[src/rtl/pipe_stage_regs.sv]
// pipe_stage_regs: Y86 F/D/E pipeline registers with stall/bubble control and saturating event counters
module pipe_stage_regs #(
   parameter int              WORD      = 64,
   parameter logic [WORD-1:0] RESET_PC  = '0,
   parameter logic [3:0]      STAT_AOK  = 4'b1000,
   parameter logic [3:0]      NOP_ICODE = 4'h1,
   parameter logic [3:0]      REG_NONE  = 4'hF,
   parameter int              CNT_W     = 32
) (
   input  logic             clk,
   input  logic             rst_n,
   input  logic             F_stall,
   input  logic             D_stall,
   input  logic             D_bubble,
   input  logic             E_bubble,
   input  logic [WORD-1:0]  f_predPC,
   input  logic [3:0]       f_stat,
   input  logic [3:0]       f_icode,
   input  logic [3:0]       f_ifun,
   input  logic [3:0]       f_rA,
   input  logic [3:0]       f_rB,
   input  logic [WORD-1:0]  f_valC,
   input  logic [WORD-1:0]  f_valP,
   input  logic [3:0]       d_stat,
   input  logic [3:0]       d_icode,
   input  logic [3:0]       d_ifun,
   input  logic [WORD-1:0]  d_valC,
   input  logic [WORD-1:0]  d_valA,
   input  logic [WORD-1:0]  d_valB,
   input  logic [3:0]       d_dstE,
   input  logic [3:0]       d_dstM,
   input  logic [3:0]       d_srcA,
   input  logic [3:0]       d_srcB,
   output logic [WORD-1:0]  F_predPC,
   output logic [3:0]       D_stat,
   output logic [3:0]       D_icode,
   output logic [3:0]       D_ifun,
   output logic [3:0]       D_rA,
   output logic [3:0]       D_rB,
   output logic [WORD-1:0]  D_valC,
   output logic [WORD-1:0]  D_valP,
   output logic [3:0]       E_stat,
   output logic [3:0]       E_icode,
   output logic [3:0]       E_ifun,
   output logic [3:0]       E_dstE,
   output logic [3:0]       E_dstM,
   output logic [3:0]       E_srcA,
   output logic [3:0]       E_srcB,
   output logic [WORD-1:0]  E_valC,
   output logic [WORD-1:0]  E_valA,
   output logic [WORD-1:0]  E_valB,
   output logic [CNT_W-1:0] stall_cnt,
   output logic [CNT_W-1:0] bubble_cnt
);
   localparam int DW = 20 + 2 * WORD;
   localparam int EW = 28 + 3 * WORD;
   localparam logic [DW-1:0] D_NOP = {STAT_AOK, NOP_ICODE, 4'h0, REG_NONE, REG_NONE, {(2 * WORD){1'b0}}};
   localparam logic [EW-1:0] E_NOP = {STAT_AOK, NOP_ICODE, 4'h0, REG_NONE, REG_NONE, REG_NONE, REG_NONE,
                                      {(3 * WORD){1'b0}}};
   logic [WORD-1:0]  r_f_predpc;
   logic [DW-1:0]    r_d;
   logic [EW-1:0]    r_e;
   logic [CNT_W-1:0] r_stall_cnt;
   logic [CNT_W-1:0] r_bubble_cnt;
   logic [DW-1:0]    w_d_in;
   logic [EW-1:0]    w_e_in;
   logic             w_stall;
   logic             w_bubble;
   assign w_d_in   = {f_stat, f_icode, f_ifun, f_rA, f_rB, f_valC, f_valP};
   assign w_e_in   = {d_stat, d_icode, d_ifun, d_dstE, d_dstM, d_srcA, d_srcB, d_valC, d_valA, d_valB};
   assign w_stall  = F_stall | D_stall;
   assign w_bubble = D_bubble | E_bubble;
   // D: stall outranks bubble, so a simultaneous stall+bubble simply holds
   always_ff @(posedge clk) begin
      if (!rst_n) begin
         r_f_predpc   <= RESET_PC;
         r_d          <= D_NOP;
         r_e          <= E_NOP;
         r_stall_cnt  <= '0;
         r_bubble_cnt <= '0;
      end else begin
         if (!F_stall) r_f_predpc <= f_predPC;
         if (!D_stall) r_d <= D_bubble ? D_NOP : w_d_in;
         r_e <= E_bubble ? E_NOP : w_e_in;
         if (w_stall && !(&r_stall_cnt)) r_stall_cnt <= r_stall_cnt + CNT_W'(1);
         if (w_bubble && !(&r_bubble_cnt)) r_bubble_cnt <= r_bubble_cnt + CNT_W'(1);
      end
   end
   assign F_predPC = r_f_predpc;
   assign {D_stat, D_icode, D_ifun, D_rA, D_rB, D_valC, D_valP} = r_d;
   assign {E_stat, E_icode, E_ifun, E_dstE, E_dstM, E_srcA, E_srcB, E_valC, E_valA, E_valB} = r_e;
   assign stall_cnt  = r_stall_cnt;
   assign bubble_cnt = r_bubble_cnt;
endmodule
[config.mk]
export PLATFORM = sky130hd
export DESIGN_NAME = pipe_stage_regs
export DESIGN_NICKNAME = d
export VERILOG_FILES = /design/src/rtl/pipe_stage_regs.sv
export SDC_FILE = /design/constraint.sdc
export NUM_CORES = 1
export LEC_CHECK = 0
export ABC_AREA = 1
export CORE_AREA = 2 2 361 363
export CTS_CLUSTER_SIZE = 40
export DETAILED_ROUTE_END_ITERATION = 16
export DIE_AREA = 0 0 363 365
export PLACE_DENSITY_LB_ADDON = 0.15
export SETUP_SLACK_MARGIN = 0.2
export SLEW_MARGIN = 10
export SYNTH_ARGS = -nofsm -noshare
export SYNTH_HDL_FRONTEND = slang
export SYNTH_SLANG_ARGS = --single-unit
[constraint.sdc]
create_clock -name clk -period 1.9 [get_ports clk]
set_input_delay 0.38 -clock clk [delete_from_list [all_inputs] [get_ports clk]]
set_output_delay 0.38 -clock clk [all_outputs]
set_load 0.01 [all_outputs]
### Yosys cells after proc, flatten, opt, wreduce, memory -nomap -nowiden

Index checks and enable logic that the tools add are counted.

* add/sub/neg operators: 2
* multiply operators: 0
* div/mod/pow operators: 0
* $lt $le $gt $ge: 0
* equality and inequality tests: 0
* shift-type cells: 0
* mux-type cells: 1
* bitwise operators: 3
* reductions and logical operators: 7

Operator list (number)
* 148-bit two-way mux: 1
* 32-bit by 1-bit adder with 32-bit output, second input constant: 2
* 32-bit AND reduction: 2
* 1-bit logical AND: 2
* 1-bit zero test: 2
* 1-bit OR: 2
* 2-bit OR reduction: 1
* 1-bit NOT: 1

* register bits: 496
* bits in latches: 0
* bits in writable memories: 0
* bits in read-only memories: 0
* output and inout bits: 496
* logic and storage cells: 18
* memories kept: 0

### Logic depth before layout (Yosys ltp)

Gate-level depths: netlist of the first run.

* depth after elaboration: 3
* depth in mapped cells: 11
* mapped depth without buffers: 11

### Worst setup path after synthesis of the first run

No wires, ideal clock.

* kind: reg-to-reg
* start point: register r_stall_cnt[0] (netlist: stall_cnt[0])
* end point: register r_stall_cnt[20] (netlist: stall_cnt[20])
* library setup time: 0.113 ns
* arrival: 1.578 ns
* required time: 1.787 ns
* path slack: 0.209 ns
* stages on the path, launching flop included: 11
* buffers on the path: 2
* clock period less this slack: 1.691 ns
* cells stage by stage: dfxtp_1 -> ha_1 -> nand2_2 -> nor2_4 -> nand2_4 -> nor2_8 -> nand3_2 -> buf_6 -> buf_6 -> a21oi_2 -> nor2_1

* cells in the longest elaborated chain, start to end: 3

Ends and longest elaborated chain
* from (decl): line 63 `logic [CNT_W-1:0] r_stall_cnt;`
* from (signal assigned): line 85 `if (w_stall && !(&r_stall_cnt)) r_stall_cnt <= r_stall_cnt + CNT_W'(1);`
* branches (longest 3 deep; another with 32-bit by 1-bit adder with 32-bit output)

Several ways; the timed one is not identified.
A chain may end at the register's enable or synchronous reset.

### Final worst setup path of the first run

* start point: register r_d[51]
* end point: output D_valP[51]

RTL lines
* from (decl): line 61 `logic [DW-1:0] r_d;`
* from (signal assigned): line 83 `if (!D_stall) r_d <= D_bubble ? D_NOP : w_d_in;`
* to (decl): line 41 `output logic [WORD-1:0] D_valP,`

No word-level cell between the ends.

==> results.py, run 1 <==
metrics = {
    "cts": {
        "cts_root_buf": "clkbuf_16",
        "clk_pin_slew_ns": 0.06,
        "numCtsBuffers": 71,
        "insertion_delay_ns": 0.64,
        "cts.sinks": 496,
        "cts_tree": "built",
        "cts_buffer_depth": 3,
        "htreeDepth": 3,
    },
    "logic_synthesis": {
        "synthCells": 2225,
        "yosysSeqAreaShare": 0.578,
        "synth_top_area_share": 0.578,
        "synth_cell_types": 31,
        "ys_warn_count": 0,
        "synth_nets": 2665,
        "synth-seq-cells": 496,
        "synth.largest_area_cell": "dfxtp_1",
        "syn-cell-area_mm2": 0.0172,
        "postSynthAreaPerCell_um2": 7.72,
        "ys_top_cells_by_area": "dfxtp_1, nor2_1, nand2_1",
    },
    "sta": {
        "fin_crit_sh": 0.858,
        "tightest_slew_ns": 0.628,
        "hold_viol": 0,
        "maxSlewViolCount": 0,
        "timing.final.ws_setup_ns": 0.270,
        "tns_ns": 0,
        "rsz0062_at_grt": "true",
        "fin_crit_ns": 1.63,
        "slew-limit-headroom": 0.581,
        "setup_violations": 0,
        "max_freq_mhz": 613,
        "fin_hold_ws_ns": 0.249,
        "skew_ns": 0.0170,
    },
    "detailed_routing": {
        "firstDrtPassIters": 4,
        "wirelength_um": 97100,
        "drc": 0,
        "num_vias": 17600,
        "wl_met2_um": 49300,
        "met1_length_um": 37400,
        "dr_wl_met3_um": 8450,
        "viasPerCell": 3.52,
        "top_layer_used": "met4",
        "first_iter_violations": 608,
        "drt-wirelength-per-cell_um": 19.5,
        "ant_nets": 0,
    },
    "power_and_ir_drop": {
        "switchingPower_mw": 6.86,
        "p_leak_nw": 13.7,
        "combinationalPowerShare": 0.109,
        "power_density_mw_per_mm2": 869,
        "switching_share": 0.251,
        "p_int_mw": 20.5,
        "max-vdd-ir-drop_uv": 508,
        "p_clk_frac": 0.489,
        "pwr-share-seq": 0.402,
    },
    "setup_path": {
        "slowest_stage": "dfxtp_1",
        "startpoint_type": "register",
        "crit_path_max_incr_delay_ns": 0.37,
        "critPathRequiredTime_ns": 1.52,
        "worst-path-buf-inv": 1,
        "cp-end-kind": "output pin",
        "critical_path_class": "register to output pin",
        "path_cells": "clkdlybuf4s15_1",
        "critical_path.top_delay_family": "flip-flops",
        "worstPathMaxFanout": 2,
        "timing.reg2reg.setup_slack_ns": 0.28,
        "cp.arrival_ns": 1.25,
    },
    "grt": {
        "grt_pass1_wl_um": 132000,
        "overflow": 0,
        "antenna_found_initial": 22,
        "grt_pass1_vias": 17300,
        "grt_max_degree": 100,
        "grtUsageTotal": 0.139,
    },
    "final_layout": {
        "syn_to_final_growth_pct": 82.8,
        "drive_above_1_share": 0.192,
        "final_cell_mix": "nand2_1, nor2_1, clkdlybuf4s50_1",
        "final_nets": 3693,
        "final_common_cell": "nand2_1",
    },
    "placed_design": {
        "place.gp.congestion": 0.781,
        "place_ws_ns": -0.265,
        "dp_hpwl_um": 76700,
        "placement.io_buffers": 933,
    },
    "die": {
        "io_pins": 934,
        "die_height_um": 365,
        "core_mm2": 0.129,
        "rows": 132,
        "start_util": 0.134,
        "dieArea_mm2": 0.132,
        "die_w_um": 363,
    },
    "status": {
        "outcome": "completed",
    },
    "job": {
        "maxCapViolCount": 0,
    },
    "min_path": {
        "hp-class": "primary input to register",
    },
}
## layer usage
metal | up-vias | global-route usage
li1 | 8838 | -
met1 | 8050 | 0.153
met2 | 538 | 0.247
met3 | 130 | 0.0578
met4 | 0 | 0.0358
met5 | - | 0
## Yosys cell counts
| cell | number |
|---|---|
| nand3_1 | 52 |
| nand2_1 | 472 |
| nand3b_1 | 2 |
| nor3_1 | 9 |
| ha_1 | 2 |
| nor2_8 | 1 |
| nor2b_1 | 1 |
| or2_2 | 18 |
| buf_2 | 20 |
| xnor2_1 | 6 |
| inv_1 | 268 |
| xor2_1 | 5 |
| clkbuf_1 | 77 |
| nand2_2 | 7 |
| dfxtp_1 | 496 |
| and2_1 | 1 |
| nand3_2 | 3 |
| nand2_4 | 1 |
| o21ai_0 | 71 |
| buf_1 | 6 |
| nor2_2 | 6 |
| a21oi_2 | 8 |
| nor2_1 | 484 |
| clkinv_1 | 2 |
| nor3b_1 | 1 |
| nand4_1 | 16 |
| nor2_4 | 2 |
| inv_2 | 3 |
| buf_6 | 4 |
| a21oi_1 | 171 |
| o22ai_1 | 10 |
## registers in the layout (all words and copies together) (netlist names)
name and count:
r_e 220, r_d 148, stall_cnt 32, F_predPC 64, bubble_cnt 32
## power by group through the flow
stage / registers [mW] / clock network (mW) / logic, mW
after floorplan: 11.4 / 0 / 0.702
after global placement: 11.2 / 0 / 3.27
after detailed placement: 11.2 / 0 / 3.25
after CTS: 11.0 / 14.0 / 3.03
after global routing: 11.0 / 14.4 / 3.24
final: 11.0 / 13.4 / 2.98
## final cells by class
cell class	count	area, um^2
clock inverters	15	218
fillers	14200	97200
repair buffers	1062	9950
flip-flops and latches	496	10100
well taps	1675	2100
inverters	273	1040
diodes	8	20.0
clock buffers	104	2090
multi-input cells	1349	5950
## logic make-up (layout without fill, tap and decap cells)
logic type / count (synthesis) / in the layout / synth area share
simple gates: 1076 / 1076 / 0.251
flops: 496 / 496 / 0.578
buf+inv: 380 / 1454 / 0.0862
compound gates: 260 / 260 / 0.0782
xor+xnor: 11 / 11 / 0.00561
fa+ha+maj: 2 / 2 / 0.00146
other cells: 0 / 8 / 0
## metrics by stage
step | util | total power, mW | cells | cell area, um^2
floorplan | - | 12.1 | 2225 | 17200
global placement | 0.226 | 14.5 | 4830 | 29100
detailed placement | 0.226 | 14.5 | 4830 | 29100
CTS | 0.242 | 28.0 | 4962 | 31100
global route | 0.244 | 28.7 | 4980 | 31400
finish | 0.244 | 27.3 | 4982 | 31400
## what timing repair did
| action | CTS | global route |
|---|---|---|
| gates resized for setup | 1174 | 310 |
| setup buffers | 13 | 10 |
| hold buffers | 0 | 0 |
| pin swaps | 6 | 17 |
| setup endpoints to repair | 545 | 283 |
| cloned | 0 | 2 |
## final timing paths
| path | from | to | cells past startpoint |
|---|---|---|---|
| min reg2reg | r_d[46] | r_d[46] | 2 |
| min | rst_n | bubble_cnt[16] | 4 |
| max | r_d[51] | D_valP[51] | 1 |
| max reg2reg | bubble_cnt[0] | bubble_cnt[28] | 9 |
Power figures use the tool's default switching activity.
==> inputs of run 2 (changes only) <==
--- a/config.mk
+++ b/config.mk
@@ -10,8 +10,10 @@
 export CTS_CLUSTER_SIZE = 40
 export DETAILED_ROUTE_END_ITERATION = 16
 export DIE_AREA = 0 0 363 365
+export MAX_ROUTING_LAYER = met4
 export PLACE_DENSITY_LB_ADDON = 0.15
 export SETUP_SLACK_MARGIN = 0.2
+export SKIP_LAST_GASP = 1
 export SLEW_MARGIN = 10
 export SYNTH_ARGS = -nofsm -noshare
 export SYNTH_HDL_FRONTEND = slang
==> results.py, run 2 (synthesized netlist as in run 1, its figures left out) <==
metrics = {
    "status": {
        "outcome": "completed",
    },
    "sta": {
        "max_freq_mhz": 614,
        "tns_ns": 0,
        "tightest_slew_ns": 0.596,
        "fin_crit_sh": 0.857,
        "timing.final.ws_setup_ns": 0.272,
        "maxSlewViolCount": 0,
        "slew-limit-headroom": 0.602,
        "hold_viol": 0,
        "fin_crit_ns": 1.63,
        "skew_ns": 0.0156,
        "fin_hold_ws_ns": 0.247,
        "rsz0062_at_grt": "true",
        "setup_violations": 0,
    },
    "placed_design": {
        "dp_hpwl_um": 76700,
        "place_ws_ns": -0.265,
        "dp.cells": 4830,
        "place_area_mm2": 0.0291,
        "placement.io_buffers": 933,
        "place.gp.congestion": 0.792,
    },
    "grt": {
        "grt_pass1_vias": 17300,
        "overflow": 0,
        "grt_pass1_wl_um": 131000,
        "grtUsageTotal": 0.143,
        "antenna_found_initial": 20,
        "grt_max_degree": 100,
    },
    "power_and_ir_drop": {
        "p_leak_nw": 15.7,
        "switchingPower_mw": 6.89,
        "total_power_mw": 27.4,
        "switching_share": 0.252,
        "combinationalPowerShare": 0.111,
        "max-vdd-ir-drop_uv": 507,
        "pwr-share-seq": 0.401,
        "p_clk_frac": 0.489,
        "power_density_mw_per_mm2": 856,
        "p_int_mw": 20.5,
    },
    "setup_path": {
        "slowest_stage": "dfxtp_4",
        "worst-path-buf-inv": 2,
        "crit_path_max_incr_delay_ns": 0.36,
        "startpoint_type": "register",
        "critical_path_class": "register to output pin",
        "cp.arrival_ns": 1.25,
        "critical_path.top_delay_family": "flip-flops",
        "worstReg2RegStart": "stall_cnt[1]",
        "reg2reg_depth": 10,
        "path_cells": "buf_6 > buf_8",
        "timing.reg2reg.setup_slack_ns": 0.30,
        "critPathRequiredTime_ns": 1.52,
        "cp-end-kind": "output pin",
        "worstPathMaxFanout": 4,
        "r2r_end": "stall_cnt[3]",
    },
    "min_path": {
        "min_from": "rst_n",
        "hold_depth": 4,
        "hold_end": "bubble_cnt[26]",
        "hp-class": "primary input to register",
    },
    "cts": {
        "htreeDepth": 3,
        "cts.sinks": 496,
        "cts_buffer_depth": 3,
        "numCtsBuffers": 71,
        "holdBufCountCts": 0,
        "cts_root_buf": "clkbuf_16",
        "cts_tree": "built",
        "clk_pin_slew_ns": 0.06,
        "insertion_delay_ns": 0.64,
    },
    "detailed_routing": {
        "wirelength_um": 97500,
        "first_iter_violations": 689,
        "drt-wirelength-per-cell_um": 19.6,
        "firstDrtPassIters": 4,
        "wl_met2_um": 50000,
        "ant_nets": 0,
        "num_vias": 17600,
        "viasPerCell": 3.54,
        "drc": 0,
        "dr_wl_met3_um": 8160,
        "top_layer_used": "met4",
        "met1_length_um": 37700,
    },
    "final_layout": {
        "nFillCells": 14100,
        "syn_to_final_growth_pct": 86.3,
        "final_nets": 3695,
        "final_common_cell": "nand2_1",
        "final_cell_mix": "nand2_1, nor2_1, clkdlybuf4s50_1",
        "multi_input_area_mm2": 0.00596,
        "top_register": "r_e",
        "largest_register_ffs": 220,
        "final_cell_area_mm2": 0.0320,
        "layout.area.seq_mm2": 0.0101,
        "drive_above_1_share": 0.190,
        "post-route-util": 0.249,
        "final_cells": 4983,
    },
    "die": {
        "io_pins": 934,
        "rows": 132,
        "dieArea_mm2": 0.132,
        "die_w_um": 363,
        "core_mm2": 0.129,
        "die_height_um": 365,
        "start_util": 0.134,
    },
    "job": {
        "maxCapViolCount": 0,
    },
}
==> run 2: final cells by class <==
| class | instances | area share |
|---|---|---|
| Antenna cell | 7 | 0.000547 |
| Clock buffer | 104 | 0.0654 |
| Clock inverter | 15 | 0.00680 |
| Inverter | 273 | 0.0324 |
| Multi-Input combinational cell | 1349 | 0.186 |
| Sequential cell | 496 | 0.314 |
| Tap cell | 1675 | 0.0655 |
| Timing Repair Buffer | 1064 | 0.329 |
==> run 2: per-layer routing <==
metal  GRT usage  vias to the layer above
li1            -                     8840
met1       0.155                     8129
met2       0.247                      534
met3      0.0538                      117
met4      0.0356                        0
met5           -                        -
==> run 2: worst max path at each step <==
stage	depth (start not counted)	start	to
floorplan	10	stall_cnt[0]	stall_cnt[20]
global placement	8	D_bubble	bubble_cnt[15]
detailed placement	8	E_bubble	bubble_cnt[1]
CTS	1	F_predPC[36]	F_predPC[36]
global route	9	stall_cnt[1]	stall_cnt[25]
finish	2	bubble_cnt[9]	bubble_cnt[9]
==> run 2: power groups by stage <==
stage | clock network [mW] | logic [mW] | registers, mW
floorplan | 0 | 0.702 | 11.4
global placement | 0 | 3.27 | 11.2
detailed placement | 0 | 3.25 | 11.2
CTS | 14.0 | 3.13 | 11.0
global route | 14.4 | 3.30 | 11.0
finish | 13.4 | 3.03 | 11.0
==> run 2: worst reg2reg max path, cell delays in order, from the launching register on <==
cell and delay, ns:
dfxtp_2 0.35, ha_4 0.16, nand2_4 0.05, nor2_4 0.15, nand2_4 0.10, nor2_8 0.14
nand2_4 0.07, nand2_4 0.09, clkinvlp_4 0.19, nand2_1 0.11, a21oi_1 0.06
==> run 2: timing repair <==
item	4_1_cts	5_1_grt
gates cloned	0	3
endpoints found under the hold margin	0	0
pin swaps	0	13
buffers inserted	13	11
setup endpoints to repair	545	381
resized for setup	989	422
==> inputs of run 3 (changes only) <==
--- a/config.mk
+++ b/config.mk
@@ -13,6 +13,7 @@
 export MAX_ROUTING_LAYER = met4
 export PLACE_DENSITY_LB_ADDON = 0.15
 export SETUP_SLACK_MARGIN = 0.2
+export SKIP_CTS_REPAIR_TIMING = 1
 export SKIP_LAST_GASP = 1
 export SLEW_MARGIN = 10
 export SYNTH_ARGS = -nofsm -noshare
==> results.py, run 3 (synthesized netlist as in run 1, its figures left out) <==
metrics = {
    "status": {
        "outcome": "completed",
    },
    "power_and_ir_drop": {
        "combinationalPowerShare": 0.113,
        "switching_share": 0.251,
        "p_leak_nw": 19.3,
        "p_clk_frac": 0.488,
        "total_power_mw": 27.5,
        "pwr-share-seq": 0.400,
        "p_int_mw": 20.6,
        "switchingPower_mw": 6.90,
        "power_density_mw_per_mm2": 839,
        "max-vdd-ir-drop_uv": 528,
    },
    "sta": {
        "setup_violations": 0,
        "hold_viol": 0,
        "maxSlewViolCount": 0,
        "rsz0062_at_grt": "true",
        "skew_ns": 0.0145,
        "max_freq_mhz": 569,
        "slew-limit-headroom": 0.586,
        "fin_crit_sh": 0.925,
        "fin_crit_ns": 1.76,
        "tightest_slew_ns": 0.621,
    },
    "grt": {
        "antenna_found_initial": 19,
        "grtUsageTotal": 0.143,
        "grt_max_degree": 100,
        "grt_pass1_vias": 17200,
        "grt_pass1_wl_um": 131000,
        "overflow": 0,
    },
    "final_layout": {
        "final_common_cell": "nor2_1",
        "final_cell_area_mm2": 0.0327,
        "multi_input_area_mm2": 0.00596,
        "drive_above_1_share": 0.138,
        "post-route-util": 0.254,
        "nFillCells": 14100,
        "final_cell_mix": "nor2_1, nand2_1, dfxtp_1",
        "final_nets": 3681,
        "top_register": "r_e",
        "largest_register_ffs": 220,
        "layout.area.seq_mm2": 0.0100,
        "syn_to_final_growth_pct": 90.5,
    },
    "cts": {
        "cts.sinks": 496,
        "insertion_delay_ns": 0.64,
        "clk_pin_slew_ns": 0.06,
        "cts_buffer_depth": 3,
        "cts_root_buf": "clkbuf_16",
        "htreeDepth": 3,
        "cts_tree": "built",
        "numCtsBuffers": 71,
    },
    "detailed_routing": {
        "first_iter_violations": 730,
        "firstDrtPassIters": 5,
        "drc": 0,
        "ant_nets": 0,
        "num_vias": 17600,
        "wirelength_um": 97500,
        "drt-wirelength-per-cell_um": 19.6,
        "viasPerCell": 3.54,
    },
    "min_path": {
        "hp-class": "primary input to register",
        "min_from": "rst_n",
    },
    "placed_design": {
        "placement.io_buffers": 933,
        "place_area_mm2": 0.0291,
        "place.gp.congestion": 0.792,
        "dp_hpwl_um": 76700,
    },
    "job": {
        "maxCapViolCount": 0,
    },
    "die": {
        "start_util": 0.134,
        "die_height_um": 365,
        "dieArea_mm2": 0.132,
        "core_mm2": 0.129,
        "die_w_um": 363,
        "rows": 132,
        "io_pins": 934,
    },
    "setup_path": {
        "crit_start": "bubble_cnt[9]",
        "worstReg2RegStart": "stall_cnt[1]",
        "cp.arrival_ns": 1.38,
        "critical_path_class": "register to output pin",
        "worstPathMaxFanout": 4,
        "startpoint_type": "register",
        "critPathRequiredTime_ns": 1.52,
        "cp-end-kind": "output pin",
    },
}
-- run 3: changes by cell type in the layout (fill, tap and decap cells not counted), moves of 10 or more --
cell | before | now
buf_2 | 77 | 4
buf_4 | 112 | 97
clkdlybuf4s15_1 | 86 | 0
clkdlybuf4s15_2 | 85 | 0
dfxtp_1 | 429 | 439
dlygate4sd2_1 | 12 | 0
dlymetal6s2s_1 | 161 | 411
-- run 3: path summary, 6_finish.rpt --
kind                          to  slack [ns]  cells after the start
setup / recovery   bubble_cnt[9]        0.14                      2
hold / removal    bubble_cnt[16]        0.25                      4
setup reg to reg    stall_cnt[8]        0.29                     10
hold reg to reg          r_d[96]        0.46                      2
-- run 3: final cells by class --
class | count | area share
Timing Repair Buffer | 1050 | 0.345
Antenna cell | 5 | 0.000382
Clock buffer | 104 | 0.0640
Sequential cell | 496 | 0.306
Multi-Input combinational cell | 1349 | 0.182
Inverter | 273 | 0.0317
Clock inverter | 15 | 0.00665
Tap cell | 1675 | 0.0640
-- run 3: worst max-delay path, stage by stage, from the launching register on --
cell and delay (ns):
dfxtp_2 0.37, buf_4 0.12, clkbuf_2 0.24
-- run 3: power by group through the flow --
stage | logic, mW | registers, mW | clock network [mW]
global route | 3.37 | 11.0 | 14.4
floorplan | 0.702 | 11.4 | 0
detailed placement | 3.25 | 11.2 | 0
finish | 3.10 | 11.0 | 13.4
global placement | 3.27 | 11.2 | 0
CTS | 3.27 | 11.0 | 14.0
-- run 3: stage by stage --
step,setup slack (ns),instances,setup TNS [ns],hold WS [ns]
4_1_cts,-0.493,4949,-60.27,0.173
3_5_place_dp,-0.265,4830,-4.94,0.455
3_3_place_gp,-0.227,4830,-3.91,0.452
6_report,0.142,4967,0,0.245
2_1_floorplan,0.209,2225,0,0.487
5_1_grt,0.0575,4966,0,0.196
-- run 3: routing by layer --
layer,vias to the layer above,wire length (um),track usage
li1,8820,-,-
met1,8084,37400,0.155
met2,529,49700,0.246
met3,133,8370,0.0530
met4,0,1990,0.0353
met5,-,0,-
